==> src/rtl/fir_xifu_pkg.sv <==
// Shared types for the FIR XIFU issue-side initiator: FSM states,
// buffered instruction entries and captured issue responses.
package fir_xifu_pkg;

   // Issue/commit sequencing states.
   typedef enum logic [0:0] {
      ISSUE  = 1'b0,
      COMMIT = 1'b1
   } fir_xifu_issuer_state_t;

   // One buffered instruction with its core-register operand values.
   typedef struct packed {
      logic [31:0] instr;
      logic [31:0] rs1;
      logic [31:0] rs2;
   } fir_xifu_issuer_entry_t;

   // Coprocessor issue response fields captured at the handshake.
   typedef struct packed {
      logic accept;
      logic writeback;
      logic loadstore;
   } fir_xifu_issue_resp_t;

   // Flatten a response into the {loadstore, writeback, accept} bus order.
   function automatic logic [2:0] pack_resp(input fir_xifu_issue_resp_t r);
      return {r.loadstore, r.writeback, r.accept};
   endfunction

endpackage

==> src/rtl/fir_xifu_issue_fifo.sv <==
// Synchronous FIFO holding pending instructions; a push is refused while
// full even if a pop happens in the same cycle.
module fir_xifu_issue_fifo
   import fir_xifu_pkg::*;
#(
   parameter int  DEPTH   = 4,
   parameter type entry_t = fir_xifu_issuer_entry_t
) (
   input  logic   clk_i,
   input  logic   rst_i,
   input  logic   push_i,
   input  entry_t entry_i,
   input  logic   pop_i,
   output logic   full_o,
   output logic   empty_o,
   output entry_t head_o
);

   localparam int AW = $clog2(DEPTH);

   entry_t          mem_r [DEPTH];
   logic [AW-1:0]   wr_ptr_r;
   logic [AW-1:0]   rd_ptr_r;
   logic [AW:0]     count_r;
   logic            push_s;
   logic            pop_s;

   assign push_s  = push_i & ~full_o;
   assign pop_s   = pop_i & ~empty_o;
   assign full_o  = (count_r == (AW+1)'(DEPTH));
   assign empty_o = (count_r == {(AW+1){1'b0}});
   assign head_o  = mem_r[rd_ptr_r];

   // Pointer and occupancy bookkeeping.
   always_ff @(posedge clk_i) begin
      if (rst_i) begin
         wr_ptr_r <= {AW{1'b0}};
         rd_ptr_r <= {AW{1'b0}};
         count_r  <= {(AW+1){1'b0}};
      end else begin
         if (push_s) wr_ptr_r <= wr_ptr_r + AW'(1);
         if (pop_s)  rd_ptr_r <= rd_ptr_r + AW'(1);
         case ({push_s, pop_s})
            2'b10:   count_r <= count_r + (AW+1)'(1);
            2'b01:   count_r <= count_r - (AW+1)'(1);
            default: count_r <= count_r;
         endcase
      end
   end

   // Entry storage; contents are only meaningful while counted as occupied.
   always_ff @(posedge clk_i) begin
      if (push_s) mem_r[wr_ptr_r] <= entry_i;
   end

endmodule

==> src/rtl/fir_xifu_issuer.sv <==
// XIF issue-side initiator: drives buffered instructions over the issue
// channel, captures the response, then emits a one-cycle commit or kill.
module fir_xifu_issuer
   import fir_xifu_pkg::*;
#(
   parameter int DEPTH     = 4,
   parameter int ID_WIDTH  = 4,
   parameter int CNT_WIDTH = 16
) (
   input  logic                 clk_i,
   input  logic                 rst_i,
   input  logic                 instr_valid_i,
   output logic                 instr_ready_o,
   input  logic [31:0]          instr_i,
   input  logic [31:0]          rs1_i,
   input  logic [31:0]          rs2_i,
   output logic                 issue_valid_o,
   input  logic                 issue_ready_i,
   output logic [31:0]          issue_instr_o,
   output logic [1:0][31:0]     issue_rs_o,
   output logic [ID_WIDTH-1:0]  issue_id_o,
   input  logic                 issue_accept_i,
   input  logic                 issue_writeback_i,
   input  logic                 issue_loadstore_i,
   output logic                 commit_valid_o,
   output logic [ID_WIDTH-1:0]  commit_id_o,
   output logic                 commit_kill_o,
   output logic                 illegal_o,
   output logic [2:0]           resp_o,
   output logic [CNT_WIDTH-1:0] n_accepted_o,
   output logic [CNT_WIDTH-1:0] n_rejected_o
);

   fir_xifu_issuer_state_t  state_r;
   fir_xifu_issuer_state_t  state_n;
   fir_xifu_issuer_entry_t  entry_s;
   fir_xifu_issuer_entry_t  head_s;
   fir_xifu_issue_resp_t    resp_r;
   logic [ID_WIDTH-1:0]     id_r;
   logic [CNT_WIDTH-1:0]    n_acc_r;
   logic [CNT_WIDTH-1:0]    n_rej_r;
   logic                    full_s;
   logic                    empty_s;
   logic                    hs_s;
   logic                    pop_s;

   assign entry_s = '{instr: instr_i, rs1: rs1_i, rs2: rs2_i};

   fir_xifu_issue_fifo #(
      .DEPTH   (DEPTH),
      .entry_t (fir_xifu_issuer_entry_t)
   ) u_fifo (
      .clk_i   (clk_i),
      .rst_i   (rst_i),
      .push_i  (instr_valid_i),
      .entry_i (entry_s),
      .pop_i   (pop_s),
      .full_o  (full_s),
      .empty_o (empty_s),
      .head_o  (head_s)
   );

   // The head is only popped at the end of COMMIT, so request fields stay
   // stable for the whole time the issue request is pending.
   assign hs_s  = (state_r == ISSUE) & ~empty_s & issue_ready_i;
   assign pop_s = (state_r == COMMIT);

   assign instr_ready_o  = ~full_s;
   assign issue_valid_o  = (state_r == ISSUE) & ~empty_s;
   assign issue_instr_o  = head_s.instr;
   assign issue_rs_o[0]  = head_s.rs1;
   assign issue_rs_o[1]  = head_s.rs2;
   assign issue_id_o     = id_r;
   assign commit_valid_o = (state_r == COMMIT);
   assign commit_id_o    = id_r;
   assign commit_kill_o  = (state_r == COMMIT) & ~resp_r.accept;
   assign illegal_o      = (state_r == COMMIT) & ~resp_r.accept;
   assign resp_o         = pack_resp(resp_r);
   assign n_accepted_o   = n_acc_r;
   assign n_rejected_o   = n_rej_r;

   // FSM state register.
   always_ff @(posedge clk_i) begin
      if (rst_i) state_r <= ISSUE;
      else       state_r <= state_n;
   end

   // Next state: leave ISSUE on a handshake; COMMIT always lasts one cycle.
   always_comb begin
      state_n = state_r;
      case (state_r)
         ISSUE: begin
            if (hs_s) state_n = COMMIT;
            else      state_n = ISSUE;
         end
         COMMIT:  state_n = ISSUE;
         default: state_n = ISSUE;
      endcase
   end

   // Response capture, id sequencing and saturating statistics.
   always_ff @(posedge clk_i) begin
      if (rst_i) begin
         resp_r  <= '{accept: 1'b0, writeback: 1'b0, loadstore: 1'b0};
         id_r    <= {ID_WIDTH{1'b0}};
         n_acc_r <= {CNT_WIDTH{1'b0}};
         n_rej_r <= {CNT_WIDTH{1'b0}};
      end else begin
         if (hs_s) begin
            resp_r <= '{accept:    issue_accept_i,
                        writeback: issue_writeback_i,
                        loadstore: issue_loadstore_i};
         end
         if (pop_s) begin
            id_r <= id_r + ID_WIDTH'(1);
            if (resp_r.accept) begin
               if (n_acc_r != {CNT_WIDTH{1'b1}}) n_acc_r <= n_acc_r + CNT_WIDTH'(1);
            end else begin
               if (n_rej_r != {CNT_WIDTH{1'b1}}) n_rej_r <= n_rej_r + CNT_WIDTH'(1);
            end
         end
      end
   end

endmodule

==> config.mk <==
export PLATFORM = sky130hd
export DESIGN_NAME = fir_xifu_issuer
export DESIGN_NICKNAME = d
export VERILOG_FILES = /design/src/rtl/fir_xifu_pkg.sv /design/src/rtl/fir_xifu_issue_fifo.sv /design/src/rtl/fir_xifu_issuer.sv
export SDC_FILE = /design/constraint.sdc
export NUM_CORES = 1
export LEC_CHECK = 0
export CORE_AREA = 3 3 226 139
export CTS_BUF_LIST = sky130_fd_sc_hd__clkbuf_8
export DETAILED_ROUTE_END_ITERATION = 12
export DIE_AREA = 0 0 229 142
export DONT_BUFFER_PORTS = 1
export PLACE_DENSITY_LB_ADDON = 0.25
export REMOVE_ABC_BUFFERS = 1
export SLEW_MARGIN = 30
export SYNTH_ARGS = -nofsm -noshare
export SYNTH_HDL_FRONTEND = slang
export SYNTH_SLANG_ARGS = --single-unit
export TNS_END_PERCENT = 10
==> constraint.sdc <==
create_clock -name clk_i -period 4.39 [get_ports clk_i]
set_clock_uncertainty 0.15 [all_clocks]
set_input_delay 0.878 -clock clk_i [delete_from_list [all_inputs] [get_ports clk_i]]
set_output_delay 0.878 -clock clk_i [all_outputs]
set_load 0.01 [all_outputs]
# --- After elaboration in Yosys (flattened, before gate mapping) ---
# Memories as Yosys holds them, arrays and structs flattened. A register that Yosys moved wholly into a read port is not among the register bits.
# Index checks and enable logic that the tools add are counted.
totals:
  ram_bits: 384
  inputBits: 103
  regBits: 47
  mem_count: 1
op_classes:
  eq_ne: 5
  n_reduce_logical: 4
  n_mux: 7
  n_bitwise: 9
  add_sub_neg: 7
memory_table:
  columns: ["name", "depth", "word_bits", "read_ports", "rd_clocked_by_memory_dff", "wr", "line_no", "source"]
  rows:
  - ["u_fifo.mem_r", 4, 96, 1, 1, 1, "fir_xifu_issue_fifo.sv:21", "entry_t mem_r [DEPTH];"]
op_table:
  columns: ["cell", "n"]
  rows:
  - ["16-bit by 1-bit adder with 16-bit output (second input constant)", 2]
  - ["16-bit inequality test (second input constant)", 2]
  - ["3-bit case mux with 2 select lines", 1]
  - ["3-bit AND reduction", 2]
  - ["1-bit AND", 5]
  - ["2-bit by 1-bit adder with 2-bit output (second input constant)", 2]
  - ["4-bit by 1-bit adder with 4-bit output (second input constant)", 1]
  - ["2-bit two-way mux", 2]
  - ["1-bit NOT", 4]
  - ["3-bit by 1-bit adder with 3-bit output (second input constant)", 1]
  - ["3-bit equality test (second input constant)", 1]
  - ["3-bit logical NOT", 1]
  - ["1-bit two-way mux", 3]
  - ["3-bit by 1-bit subtractor with 3-bit output (second input constant)", 1]
  - ["2-bit by 1-bit equality test with 1-bit output (second input constant)", 1]
  - ["2-bit equality test (second input constant)", 1]
  - ["1-bit case mux with 2 select lines", 1]
  - ["2-bit nonzero test", 1]

# --- Depth between registers and ports, before layout ---
# Gate-level depths: netlist (run 1).
logic_depth:
  depth_word: 6
  mapped_depth: 9
  ltp_nobuf: 9

# --- Cells and area by module ---
# From an unflattened synthesis (run 1), not the netlist that was laid out.
unflattened:
  cells_unflattened: 795
  hier_area_um2: 16439.5
by_module_without_submodules:
  columns: ["module", "cells_per_inst", "instances", "area_per_inst_um2"]
  rows:
  - ["fir_xifu_issue_fifo", 556, 1, 14328.7]
  - ["fir_xifu_issuer", 239, 1, 2110.8]

# --- Least setup slack after synthesis (run 1) ---
# OpenSTA, ideal clock, no wires.
synth_path:
  path_kind: "input-to-reg"
  startpoint: "in instr_valid_i"
  endpoint: "mem u_fifo.mem_r[0][0] in the netlist's numbering (enable)"
  path_buffers: 0
  arrival_time_ns: 3.141
  t_required_ns: 3.774
  path_slack_ns: 0.633
  cell_stages: 1
  path_cell_list: "and3_1"
synth_via:
  elab_chain_len: 3
synth_lines:
  columns: ["item", "line_no", "source"]
  rows:
  - ["start: declaration", "fir_xifu_issuer.sv:12", "input logic instr_valid_i,"]
  - ["1-bit AND", "fir_xifu_issue_fifo.sv:28", "assign push_s = push_i & ~full_o;"]
  - ["1-bit two-way mux", "fir_xifu_issue_fifo.sv:53", "if (push_s) mem_r[wr_ptr_r] <= entry_i;"]
  - ["1-bit two-way mux (not written as such)", "fir_xifu_issue_fifo.sv:53", null]
  - ["end: declaration", "fir_xifu_issue_fifo.sv:21", null]
# No other way between the ends.

==> results.tsv, run 1 <==
metric	value	unit
port_buffers	0	
cts_buffer_depth	3	
fin_cells	1276	
final_util	59.9	%
die_area	0.0325	sq mm
finalHoldViolations	0	
n_antenna_cell	0	
first_global_vias	7943	
post_cts_resized	0	
first_pass_iters	5	
yosysSeqAreaShare	77.2	%
yosysMostFrequentCell	edfxtp_1	
period_needed	3.44	ns
start_kind	flop	
layout.nets	930	
finalPower	7.98	mW
timing.final.ws_setup	0.951	ns
fin_crit_sh	78.3	%
holdWs	0.202	ns
cts_setup_buffers	0	
hold_path.class	in2reg	
place_congestion	0.818	
vias	7661	
h-tree-depth	2	
routed_wirelength	30800	um
ys_top_cells_by_area	edfxtp_1 (71%), mux4_2 (13%), dfxtp_1 (6.1%)	
dp_slack	1.53	ns
fin_area	0.0178	sq mm
place_area	0.0167	sq mm
rows	49	
clk_latency	0.60	ns
vias_per_cell	6.00	
ys_ff_latch	433	
drt_first_iter_violations	693	
grt_pass1_wl	47000	um
yosysTopAreaCell	edfxtp_1	
grt_remaining_overflow	0	
final-setup-viol-count	0	
clkSinkCount	433	
worstPathRequired	3.36	ns
clk_pin_slew	0.07	ns
relSlewSlack	38.4	%
synth_commonest_cells	edfxtp_1 (384), mux4_2 (96), dfxtp_1 (49)	
tritoncts	yes	
finalSetupTns	0	ns
die_width	229	um
io_pins	247	
worst-setup-path-type	reg2out	
async_flop_share	0	%
synth_edf_count	384	
dp_cells	1165	
static-leakage-power	5.49	nW
hold_buffers	0	
peakVddDrop	329	uV
grt_setup_unrepaired	false	
start_util	54.6	%
crit_arrival	2.41	ns
postRouteAntennaNets	0	
clock_tree.root_cell	clkbuf_8	
wl_per_cell	24.1	um
netlist_area	0.0162	sq mm
area_growth	9.74	%
end_kind	output port	
crit_fanout	59	
drive_gt1_share	22.6	%
synth_top_area_share	71.2	%
synth_cell_types	48	
post-dp-hpwl	19400	um
drc	0	
antenna_found_initial	0	
cts_made_buffers	58	
worst_pin_slew	0.924	ns
drv_slew	0	
core	0.0297	sq mm
yosysWarnings	0	
grt_max_degree	60	
clock.fmax	291	MHz
syn_inst	781	
cap_violations	0	
synth_ff_type	edfxtp_1	
power_density	449	mW/mm^2
syn_avg_cell_area	20.7	sq um
status	completed	
n_fill_cell	2125	
die_y	142	um
grt.total_usage	18.9	%
[routing by layer]
| metal | vias up | wire [um] | share of wire [%] | track usage (%) |
|---|---|---|---|---|
| li1 | 3310 | - | - | - |
| met1 | 3986 | 12100 | 39 | 24.3 |
| met2 | 310 | 14900 | 49 | 30.1 |
| met3 | 55 | 3070 | 10 | 7.72 |
| met4 | 0 | 677 | 2.2 | 5.93 |
| met5 | - | 0 | 0 | 0 |
[state kept, by name, indices dropped and copies added (netlist names), named ones only]
register         flops
commit_id_o          4
u_fifo.wr_ptr_r      2
resp_o               3
u_fifo.count_r       3
n_accepted_o        16
u_fifo.mem_r       384
commit_valid_o       1
n_rejected_o        16
u_fifo.rd_ptr_r      2
[kinds of logic after synthesis]
family / Yosys count / synth area share (%)
adder cells (fa/ha/maj): 9 / 0.741
flip-flops: 433 / 77.2
AO/OA/AOI/OAI: 55 / 2.19
AND/OR/NAND/NOR: 123 / 4.17
buffers and inverters: 48 / 1.37
multiplexers: 103 / 13.8
XOR/XNOR: 10 / 0.540
[path summary, 6_finish.rpt]
check	start	to	slack, ns	depth (start not counted)
worst max-delay path	flop	issue_instr_o[15]	0.95	2
worst min-delay path	rst_i	n_rejected_o[4]$_SDFFE_PP0P_	0.20	1
worst max register to register	u_fifo.count_r[2]$_SDFFE_PP0P_	u_fifo.count_r[2]$_SDFFE_PP0P_	1.66	9
worst min register to register	u_fifo.wr_ptr_r[1]$_SDFFE_PP0P_	u_fifo.wr_ptr_r[1]$_SDFFE_PP0P_	0.36	2
[area by class of cell]
| cell class | instances | area (sq um) | share of cell area, % |
|---|---|---|---|
| Timing Repair Buffer | 13 | 135 | 0.760 |
| Tap cell | 408 | 510 | 2.87 |
| Sequential cell | 433 | 12500 | 70.4 |
| Multi-Input combinational cell | 300 | 3500 | 19.7 |
| Clock inverter | 52 | 275 | 1.55 |
| Inverter | 12 | 45.0 | 0.253 |
| Clock buffer | 58 | 798 | 4.49 |
[where the power goes]
| part | switching (mW) | leakage, nW | internal [mW] | total, mW |
|---|---|---|---|---|
| registers | 0.0658 | 3.92 | 4.70 | 4.76 |
| logic | 0.277 | 0.948 | 0.173 | 0.450 |
| clock network | 1.41 | 0.616 | 1.36 | 2.77 |
| total | 1.75 | 5.49 | 6.23 | 7.98 |
[worst max-delay path, cell delays in order (launching register included)]
cell,delay [ns]
dfxtp_4,0.94
buf_4,0.43
mux4_2,0.41
[cell usage in the layout, fill, tap and decap left out, types with 5 or more instances in the layout]
cell type,netlist,routed
buf_4,7,10
nand4_1,11,11
and3_1,9,5
nor2_1,28,28
mux2i_1,6,6
a21oi_1,23,23
dfxtp_1,49,47
mux4_2,96,96
clkinv_2,0,12
o31ai_1,8,8
nor3_1,11,11
edfxtp_1,384,384
inv_1,11,28
or3_1,9,9
clkbuf_8,0,58
nand3_1,13,13
nand2_1,12,12
clkinv_1,1,19
o21ai_0,11,11
or4_1,7,7
xor2_1,6,6
ha_1,8,8
Note: power is estimated with default switching activity, not from simulation.
==> run 2: changes to the inputs <==
- ABC_AREA: default -> 1
- CORE_AREA: 3 3 226 139 -> 3 3 230 142
- DIE_AREA: 0 0 229 142 -> 0 0 233 145
- clock period: 4.39 -> 2.8 ns (I/O delays scaled with it)
==> run 2 against run 1 <==
Routed wire length is 26% higher; final area is 12% higher; flip-flop and latch count stayed put; sequential share of layout area is 7.4 points lower; non-clock buffer count is 160 higher; total power is 63% higher; critical endpoint is now issue_instr_o[14]; largest cell class unchanged.
==> results.tsv, run 2 <==
metric	value	unit
status	completed	
syn_avg_cell_area	12.6	sq um
clock.fmax	370	MHz
start_kind	flop	
clkSinkCount	433	
grt_remaining_overflow	0	
first_global_vias	10781	
static-leakage-power	6.87	nW
port_buffers	0	
grt.total_usage	22.4	%
async_flop_share	0	%
vias	11083	
drt_first_iter_violations	1064	
fin_cells	1959	
synth_commonest_cells	edfxtp_1 (384), nor2_1 (273), o21ai_0 (204)	
cts_made_buffers	60	
die_y	145	um
synth_edf_count	384	
synth_ff_type	edfxtp_1	
post-dp-hpwl	22100	um
finalSetupTns	0	ns
crit_fanout	52	
clock_tree.root_cell	clkbuf_8	
drc	0	
start_util	54.5	%
mostFrequentLayoutCell	edfxtp_1	
rows	50	
regArea	0.0125	sq mm
largest_register	u_fifo.mem_r	
ys_ff_latch	433	
die_width	233	um
postRouteAntennaNets	0	
yosysMostFrequentCell	edfxtp_1	
worstPathRequired	2.09	ns
n_fill_cell	2249	
netlist_area	0.0168	sq mm
core	0.0308	sq mm
cap_violations	0	
peakVddDrop	531	uV
finalHoldViolations	0	
synth_cell_types	33	
grt_pass1_wl	60200	um
vias_per_cell	5.66	
io_pins	247	
worst-setup-path-type	reg2out	
tritoncts	yes	
area_growth	18.3	%
worst_pin_slew	0.547	ns
grt_max_degree	93	
end_kind	output port	
multi_input_area	0.00378	sq mm
drv_slew	0	
crit_arrival	1.99	ns
cts_buffer_depth	3	
first_pass_iters	7	
drive_gt1_share	11.3	%
cp_slowest_stage_delay	0.36	ns
yosysTopAreaCell	edfxtp_1	
die_area	0.0338	sq mm
antenna_found_initial	2	
place_congestion	0.891	
wl_per_cell	19.8	um
syn_inst	1335	
h-tree-depth	2	
yosysSeqAreaShare	74.5	%
slowest_stage	dfxtp_4	
ys_top_cells_by_area	edfxtp_1 (69%), nor2_1 (6.1%), o21ai_0 (6.1%)	
yosysWarnings	0	
hold_path.class	in2reg	
clk_pin_slew	0.07	ns
clk_latency	0.59	ns
power_density	654	mW/mm^2
period_needed	2.70	ns
fin_crit_sh	96.5	%
dp_cells	1748	
largest_reg_flops	384	
relSlewSlack	63.5	%
worstPathCellList	buf_12 -> clkinv_16 -> buf_16 -> o21ai_0 -> o22ai_1 -> buf_4	
finalPower	13.0	mW
final-setup-viol-count	0	
layout.nets	1607	
routed_wirelength	38800	um
synth_top_area_share	68.7	%
most-common-layout-cells	edfxtp_1 (384), nor2_1 (269), o21ai_0 (203)	
-- run 2: cell types whose count changed after synthesis, sizes merged, moves of 17 or more --
cell    previous run  this run
nor2              28       284
o21ai             11       213
mux4              96         0
o22ai              0        96
nand2             14        88
inv               11        46
clkbuf            16        38
nand3             13        33
buf               20        37
-- run 2: power breakdown --
part	total, mW	switching [mW]	internal, mW
Combinational	1.13	0.729	0.398
Clock	4.45	2.24	2.20
Sequential	7.43	0.0867	7.34
-- run 2: layer usage --
| layer | track usage (%) | part of all wire (%) |
|---|---|---|
| met1 | 32.4 | 44 |
| met2 | 34.7 | 47 |
| met3 | 5.44 | 7.6 |
| met4 | 5.20 | 1.5 |
| met5 | 0 | 0 |
-- run 2: final timing paths --
kind | from | endpoint | slack [ns] | depth (start not counted)
max reg2reg | commit_valid_o$_SDFF_PP0_ | u_fifo.count_r[2]$_SDFFE_PP0P_ | 0.48 | 9
min | issue_writeback_i | resp_o[1]$_SDFFE_PP0P_ | 0.04 | 2
min reg2reg | u_fifo.rd_ptr_r[1]$_SDFFE_PP0P_ | flop | 0.31 | 2
max | flop | issue_instr_o[14] | 0.1 | 6
-- run 2: critical path: cells and delay by family, from the launching register on --
kind                   cells  cell delay [ns]
DFF                        1             0.36
AOI/OAI and AO/OA          2             0.35
buffers and inverters      4             0.66
-- run 2: logic make-up after synthesis --
logic type / Yosys count / synth area share (%)
adders and majority gates: 9 / 0.715
buffers and inverters: 122 / 3.17
and+or+nand+nor: 424 / 10.4
DFF: 433 / 74.5
AOI/OAI and AO/OA: 343 / 11.0
xor gates and xnor gates: 4 / 0.209
-- run 2: cell type report --
cell class,count,share of cell area [%]
sequential,433,63.0
antenna,2,0.0252
multi-input combinational,780,19.0
tap,416,2.62
clock inverter,47,1.23
timing repair buffer,173,8.87
inverter,47,1.02
clock buffer,61,4.22
-- run 2: through the flow --
stage               setup WS (ns)  area, sq um  util (%)  hold WS [ns]
floorplan                   -3.69        16400         -         0.275
global placement            0.535        17700      57.4         0.285
detailed placement          0.553        17700      57.4         0.304
CTS                        0.0352        19800      64.1       0.00212
global route             -0.00616        19900      64.4       0.00926
finish                     0.0989        19900      64.4        0.0367
-- run 2: timing repair --
| item | 4_1_cts | 5_1_grt |
|---|---|---|
| gates resized for setup | 3 | 6 |
| setup buffers | 0 | 3 |
| hold endpoints to repair | 390 | 0 |
| gates cloned | 0 | 1 |
| hold buffers | 97 | 0 |
| setup endpoints to repair | 41 | 23 |
